<file path="src/rtl/ternary_pkg.sv">
// ---------------------------------------------------------------------------
// ternary_pkg
// Shared constants and types for the ternary load/multiply datapath and its
// sequencer (ternary_seq_ctrl, ternary_wrap_ctr, loader, multiplier).
// No ports; import with "import ternary_pkg::*;".
// ---------------------------------------------------------------------------
package ternary_pkg;

  // Datapath geometry
  localparam int MAX_IN_LEN  = 14;  // ternary inputs per vector (weight row width)
  localparam int MAX_OUT_LEN = 7;   // output rows per frame
  localparam int LOAD_BEATS  = 14;  // 16-bit beats per full weight load
  localparam int MULT_LAT    = 1;   // accepted compute beat -> mult result latency
  localparam int TIMEOUT     = 255; // idle cycles tolerated mid-load (timeout build only)

  localparam int ROW_W = 3;  // row index width
  localparam int IDX_W = 4;  // load slot index width
  localparam int TO_W  = 8;  // load idle counter width

  // Sequencer states
  typedef enum logic [1:0] {
    IDLE = 2'd0,
    LOAD = 2'd1,
    RUN  = 2'd2
  } state_e;

  // Two-bit ternary weight encoding shared with the loader and multiplier
  localparam logic [1:0] TRIT_ZERO = 2'b00;
  localparam logic [1:0] TRIT_POS  = 2'b01;
  localparam logic [1:0] TRIT_NEG  = 2'b11;

endpackage : ternary_pkg

</file>
<file path="src/rtl/ternary_wrap_ctr.sv">
// ---------------------------------------------------------------------------
// ternary_wrap_ctr
// Wrapping up-counter 0..MAX-1 with synchronous clear (clear wins over inc).
// Ports:
//   clk    in  1  clock, rising edge
//   rst_n  in  1  synchronous active-low reset
//   inc_i  in  1  advance by one, wrapping MAX-1 -> 0
//   clr_i  in  1  force to 0 on next edge
//   val_o  out W  current count
//   last_o out 1  count == MAX-1
// ---------------------------------------------------------------------------
module ternary_wrap_ctr #(
  parameter int MAX = 7,
  parameter int W   = 3
) (
  input  logic         clk,
  input  logic         rst_n,
  input  logic         inc_i,
  input  logic         clr_i,
  output logic [W-1:0] val_o,
  output logic         last_o
);

  localparam logic [W-1:0] LAST = W'(MAX - 1);

  logic [W-1:0] val_q, val_d;

  assign last_o = (val_q == LAST);
  assign val_o  = val_q;

  // NOTE: default assignment first so no path leaves val_d unassigned (no latch).
  always_comb begin
    val_d = val_q;
    if (clr_i)      val_d = '0;
    else if (inc_i) val_d = last_o ? '0 : val_q + 1'b1;
  end

  // NOTE: reset is sampled on the clock edge only (synchronous), and state uses <=.
  always_ff @(posedge clk) begin
    if (!rst_n) val_q <= '0;
    else        val_q <= val_d;
  end

endmodule : ternary_wrap_ctr

</file>
<file path="src/rtl/ternary_seq_ctrl.sv">
// ---------------------------------------------------------------------------
// ternary_seq_ctrl
// Handshaked sequencer for the ternary load/multiply datapath. Steers
// LOAD_BEATS beats into the weight loader, then streams vectors through the
// multiplier, issuing rows 0..MAX_OUT_LEN-1 per frame.
// Optional build macro: TERNARY_SEQ_TIMEOUT_EN (load idle timeout + err flag).
// Ports:
//   clk        in  1  clock, rising edge
//   rst_n      in  1  synchronous active-low reset
//   start      in  1  pulse: begin weight load from IDLE
//   reload     in  1  level: return to LOAD at next frame boundary
//   in_valid   in  1  upstream beat valid
//   in_ready   out 1  beat accepted when in_valid & in_ready
//   load_en    out 1  loader enable (LOAD state)
//   load_idx   out 4  loader slot for current beat
//   mult_en    out 1  multiplier enable on accepted RUN beats
//   row        out 3  output row of current mult beat
//   out_valid  out 1  mult result valid, MULT_LAT after accepted RUN beat
//   frame_done out 1  pulse with the last-row result
//   busy       out 1  state != IDLE
//   err        out 1  sticky load timeout (0 without the macro)
// ---------------------------------------------------------------------------
module ternary_seq_ctrl
  import ternary_pkg::*;
(
  input  logic             clk,
  input  logic             rst_n,
  input  logic             start,
  input  logic             reload,
  input  logic             in_valid,
  output logic             in_ready,
  output logic             load_en,
  output logic [IDX_W-1:0] load_idx,
  output logic             mult_en,
  output logic [ROW_W-1:0] row,
  output logic             out_valid,
  output logic             frame_done,
  output logic             busy,
  output logic             err
);

  state_e state_q, state_d;

  logic in_load, in_run, accept;
  logic load_last, row_last;
  logic reload_go, timeout_hit, load_clr;

  assign in_load  = (state_q == LOAD);
  assign in_run   = (state_q == RUN);
  assign in_ready = in_load | in_run;
  assign accept   = in_valid & in_ready;
  assign load_en  = in_load;
  assign mult_en  = in_run & accept;
  assign busy     = (state_q != IDLE);

  // Frame boundary: an idle cycle at row 0, or the cycle the last row is taken.
  // A partially streamed frame is never cut short.
  assign reload_go = in_run & reload &
                     ((row == '0 && !accept) || (accept && row_last));

  assign load_clr = (state_q == IDLE) | timeout_hit | reload_go;

  ternary_wrap_ctr #(.MAX(LOAD_BEATS), .W(IDX_W)) u_load_ctr (
    .clk    (clk),
    .rst_n  (rst_n),
    .inc_i  (in_load & accept),
    .clr_i  (load_clr),
    .val_o  (load_idx),
    .last_o (load_last)
  );

  ternary_wrap_ctr #(.MAX(MAX_OUT_LEN), .W(ROW_W)) u_row_ctr (
    .clk    (clk),
    .rst_n  (rst_n),
    .inc_i  (mult_en),
    .clr_i  (!in_run),
    .val_o  (row),
    .last_o (row_last)
  );

`ifdef TERNARY_SEQ_TIMEOUT_EN
  logic [TO_W-1:0] idle_q, idle_d;
  logic            err_q, err_d;

  // Fires on the TIMEOUT-th consecutive LOAD cycle without an accepted beat.
  assign timeout_hit = in_load & !accept & (idle_q == TO_W'(TIMEOUT - 1));
  assign err         = err_q;

  always_comb begin
    idle_d = (in_load && !accept) ? idle_q + 1'b1 : '0;
    err_d  = err_q;
    if (state_q == IDLE && start) err_d = 1'b0;
    if (timeout_hit)              err_d = 1'b1;
  end

  always_ff @(posedge clk) begin
    if (!rst_n) begin
      idle_q <= '0;
      err_q  <= 1'b0;
    end else begin
      idle_q <= idle_d;
      err_q  <= err_d;
    end
  end
`else
  assign timeout_hit = 1'b0;
  assign err         = 1'b0;
`endif

  always_comb begin
    state_d = state_q;
    unique case (state_q)
      IDLE:    if (start) state_d = LOAD;
      LOAD:    if (timeout_hit)            state_d = IDLE;
               else if (accept && load_last) state_d = RUN;
      RUN:     if (reload_go) state_d = LOAD;
      default: state_d = IDLE;
    endcase
  end

  // Result-valid pipeline: one stage per cycle of multiplier latency. Beats
  // already in flight drain even after the FSM has left RUN.
  logic [MULT_LAT-1:0] vld_sr_q, done_sr_q;

  always_ff @(posedge clk) begin
    if (!rst_n) begin
      state_q   <= IDLE;
      vld_sr_q  <= '0;
      done_sr_q <= '0;
    end else begin
      state_q      <= state_d;
      vld_sr_q[0]  <= mult_en;
      done_sr_q[0] <= mult_en & row_last;
      for (int i = 1; i < MULT_LAT; i++) begin
        vld_sr_q[i]  <= vld_sr_q[i-1];
        done_sr_q[i] <= done_sr_q[i-1];
      end
    end
  end

  assign out_valid  = vld_sr_q[MULT_LAT-1];
  assign frame_done = done_sr_q[MULT_LAT-1];

endmodule : ternary_seq_ctrl

</file>
<file path="config.mk">
export PLATFORM = sky130hd
export DESIGN_NAME = ternary_seq_ctrl
export DESIGN_NICKNAME = d
export VERILOG_FILES = /design/src/rtl/ternary_pkg.sv /design/src/rtl/ternary_wrap_ctr.sv /design/src/rtl/ternary_seq_ctrl.sv
export SDC_FILE = /design/constraint.sdc
export NUM_CORES = 1
export LEC_CHECK = 0
export CORE_UTILIZATION = 40
export CTS_CLUSTER_SIZE = 8
export DETAILED_ROUTE_END_ITERATION = 10
export PLACE_DENSITY = 0.74
export SYNTH_ARGS = -nofsm -noshare
export SYNTH_HDL_FRONTEND = slang
export SYNTH_SLANG_ARGS = --single-unit
</file>
<file path="constraint.sdc">
create_clock -name clk -period 1.9 [get_ports clk]
set_input_delay 0.19 -clock clk [delete_from_list [all_inputs] [get_ports clk]]
set_output_delay 0.19 -clock clk [all_outputs]
set_load 0.02 [all_outputs]
</file>
==> flow_metrics.py <==
metrics = {
    "detailed_routing": {
        "vias": 546,
        "drtIter0Drc": 15,
        "routedWlPerCell_microns": 12.4,
        "via_per_inst": 5.25,
        "drt_wl_total_mm": 1.29,
        "dr.pass1.iters": 4,
        "antenna_left": 0,
        "drc_errors": 0,
    },
    "critical_path": {
        "cp_max_fo": 6,
        "path_buf_inv": 1,
        "cp-end-kind": "flip-flop",
        "crit_arrival_ps": 1890,
        "cp_slowest_stage_delay_ps": 390,
        "cp_slowest_cell": "dfxtp_1",
        "worstPathRequired_ps": 2050,
        "start_kind": "flip-flop",
        "crit_family": "compound AO/OA/AOI/OAI gates",
        "cp_cell_sequence": "inv_1 > ha_1 > a211o_1 > a21oi_2 > o221ai_2 > mux2i_1",
        "path_class": "reg2reg",
    },
    "logic_synthesis": {
        "netlist_area_sq_um": 596,
        "synthCells": 68,
        "syn-num-nets": 77,
        "avgSynthCellArea_sq_um": 8.76,
        "synth_cell_types": 28,
        "yosys_warnings": 0,
        "yosysSeqAreaShare_pct": 37.0,
        "synth-seq-cells": 11,
    },
    "final_layout": {
        "diodes": 0,
        "drive_above_1_share_pct": 13.5,
        "fill_cells": 118,
        "syn_to_final_growth_pct": 35.3,
        "multi_input_area_sq_um": 338,
        "finalNonFillerCells": 104,
        "mostFrequentLayoutCell": "clkdlybuf4s50_1",
        "num-nets-final": 99,
        "final_cell_mix": "13 x clkdlybuf4s50_1, 11 x dfxtp_1, 8 x nor2_1",
        "ff_latch_area_sq_um": 220,
    },
    "cts": {
        "cts-root-buf": "clkbuf_4",
        "cts_tree": "built",
        "cts_hold_buf": 0,
        "clockBufferDepth": 2,
        "clk_pin_slew_ps": 70,
        "clkSinkCount": 11,
        "clk_latency_ps": 270,
        "cts-buffers-inserted": 3,
        "htreeDepth": 1,
    },
    "sta": {
        "rsz0062_at_grt": "no",
        "maxSlewViolCount": 0,
        "hold_viol": 0,
        "fin_crit_ps": 1740,
        "skew_ps": 1.24,
        "setup_slack_ps": 162,
        "post-route-period-util_pct": 91.5,
        "setup-tns-final_ps": 0,
        "holdWs_ps": 519,
        "max_freq_mhz": 575,
        "setup_viol": 0,
    },
    "placed_design": {
        "preCtsSetupSlack_ps": 87.8,
        "dpl.cell_count": 100,
        "gp_congestion": 0.726,
        "dp_hpwl_microns": 952,
        "portBuffers": 17,
    },
    "global_routing": {
        "grtUsageTotal_pct": 18.6,
        "antenna_found_initial": 0,
        "grt_pass1_vias": 451,
        "grt_pass1_wl_mm": 1.88,
        "gr-total-overflow": 0,
        "grt_max_degree": 9,
    },
    "floorplan": {
        "fp.dieArea_sq_um": 1650,
        "io_pins": 19,
        "die_w_microns": 40.6,
        "num_rows": 13,
        "die_h_microns": 40.6,
        "coreArea_sq_um": 1350,
        "initial_core_util_pct": 44.1,
    },
    "hold_path": {
        "hp-class": "reg2reg",
    },
    "pwr": {
        "power_density_nw_per_um2": 1000,
        "ir_worst_vdd_uv": 477,
        "p_leak_nw": 0.325,
    },
    "flow_run": {
        "maxCapViolCount": 0,
    },
    "status": {
        "status": "completed",
    },
}
## routing by layer
layer,track usage [%],part of all wire [%]
met1,20.7,46
met2,29.4,47
met3,6.67,3.9
met4,12.5,2.4
met5,0,0
## logic make-up (layout without fill, tap and decap cells)
family / count (synthesis) / in the layout / share of synthesized area [%]
xor+xnor: 1 / 1 / 1.47
other cells: 1 / 1 / 0.630
fa+ha+maj: 4 / 4 / 8.40
compound gates: 16 / 16 / 20.2
buf+inv: 7 / 28 / 6.30
flops: 11 / 11 / 37.0
simple gates: 26 / 26 / 22.7
mux: 2 / 2 / 3.36
## cell type report
type | instances | share of cell area, %
clock buffers | 4 | 3.26
inverters | 5 | 2.33
multi-input cells | 50 | 41.9
flip-flops and latches | 11 | 27.3
well taps | 15 | 2.33
repair buffers | 19 | 22.8
## synthesized netlist by cell type
master / n / area share, %
dfxtp_1: 11 / 37
nor2_1: 8 / 5.0
nand2_1: 7 / 4.4
a21oi_1: 5 / 4.2
inv_1: 5 / 3.2
ha_1: 4 / 8.4
a211o_1: 2 / 2.9
mux2i_1: 2 / 3.4
nand3_1: 2 / 1.7
nand4b_1: 2 / 2.9
nor3b_1: 2 / 2.5
o21ai_1: 2 / 1.7
a211o_2: 1 / 1.7
a211oi_1: 1 / 1.3
a21oi_2: 1 / 1.5
a311oi_2: 1 / 2.5
a31oi_1: 1 / 1.1
and3_2: 1 / 1.3
buf_4: 1 / 1.3
buf_6: 1 / 1.9
conb_1: 1 / 0.63
nand2b_1: 1 / 1.1
nand4_1: 1 / 1.1
nor3_2: 1 / 1.7
nor4_1: 1 / 1.1
o21ai_0: 1 / 0.84
o221ai_2: 1 / 2.5
xor2_1: 1 / 1.5
## tightest hold or removal path, cell delays in order (launching register included)
cell and delay, ps:
dfxtp_1 340, nand2_1 70, mux2i_1 60
## power breakdown
part / internal (mW) / leakage [nW] / switching, mW / total [mW]
Sequential: 0.249 / 0.0890 / 0.0209 / 0.270
Combinational: 0.159 / 0.221 / 0.220 / 0.379
Clock: 0.0813 / 0.0150 / 0.0759 / 0.157
Total: 0.490 / 0.325 / 0.317 / 0.806
## per-stage QoR
stage | instance area [sq um] | util [%] | power (mW)
detailed placement | 781 | 57.8 | 0.667
CTS | 805 | 59.6 | 0.816
global placement | 781 | 57.8 | 0.660
floorplan | 596 | - | 0.530
global route | 806 | 59.7 | 0.861
finish | 806 | 59.7 | 0.806
## what timing repair did
item | in CTS | in global routing
pin swaps | 0 | 0
setup endpoints to repair | 2 | 3
setup buffers | 0 | 0
resized for setup | 2 | 4
## state kept, by name, summed over array words and instances (netlist names)
name,flops
u_load_ctr.val_o,4
u_row_ctr.val_o,3
state_q,2
frame_done,1
out_valid,1
## worst paths after layout
kind / endpoint / from / cells after the start / slack (ps)
worst max-delay path: state_q[0] / state_q[0] / 6 / 160
worst max register to register: state_q[0] / state_q[0] / 6 / 160
worst min register to register: state_q[1] / state_q[1] / 2 / 520
worst min-delay path: state_q[1] / state_q[1] / 2 / 520
Power figures use the tool's default switching activity.
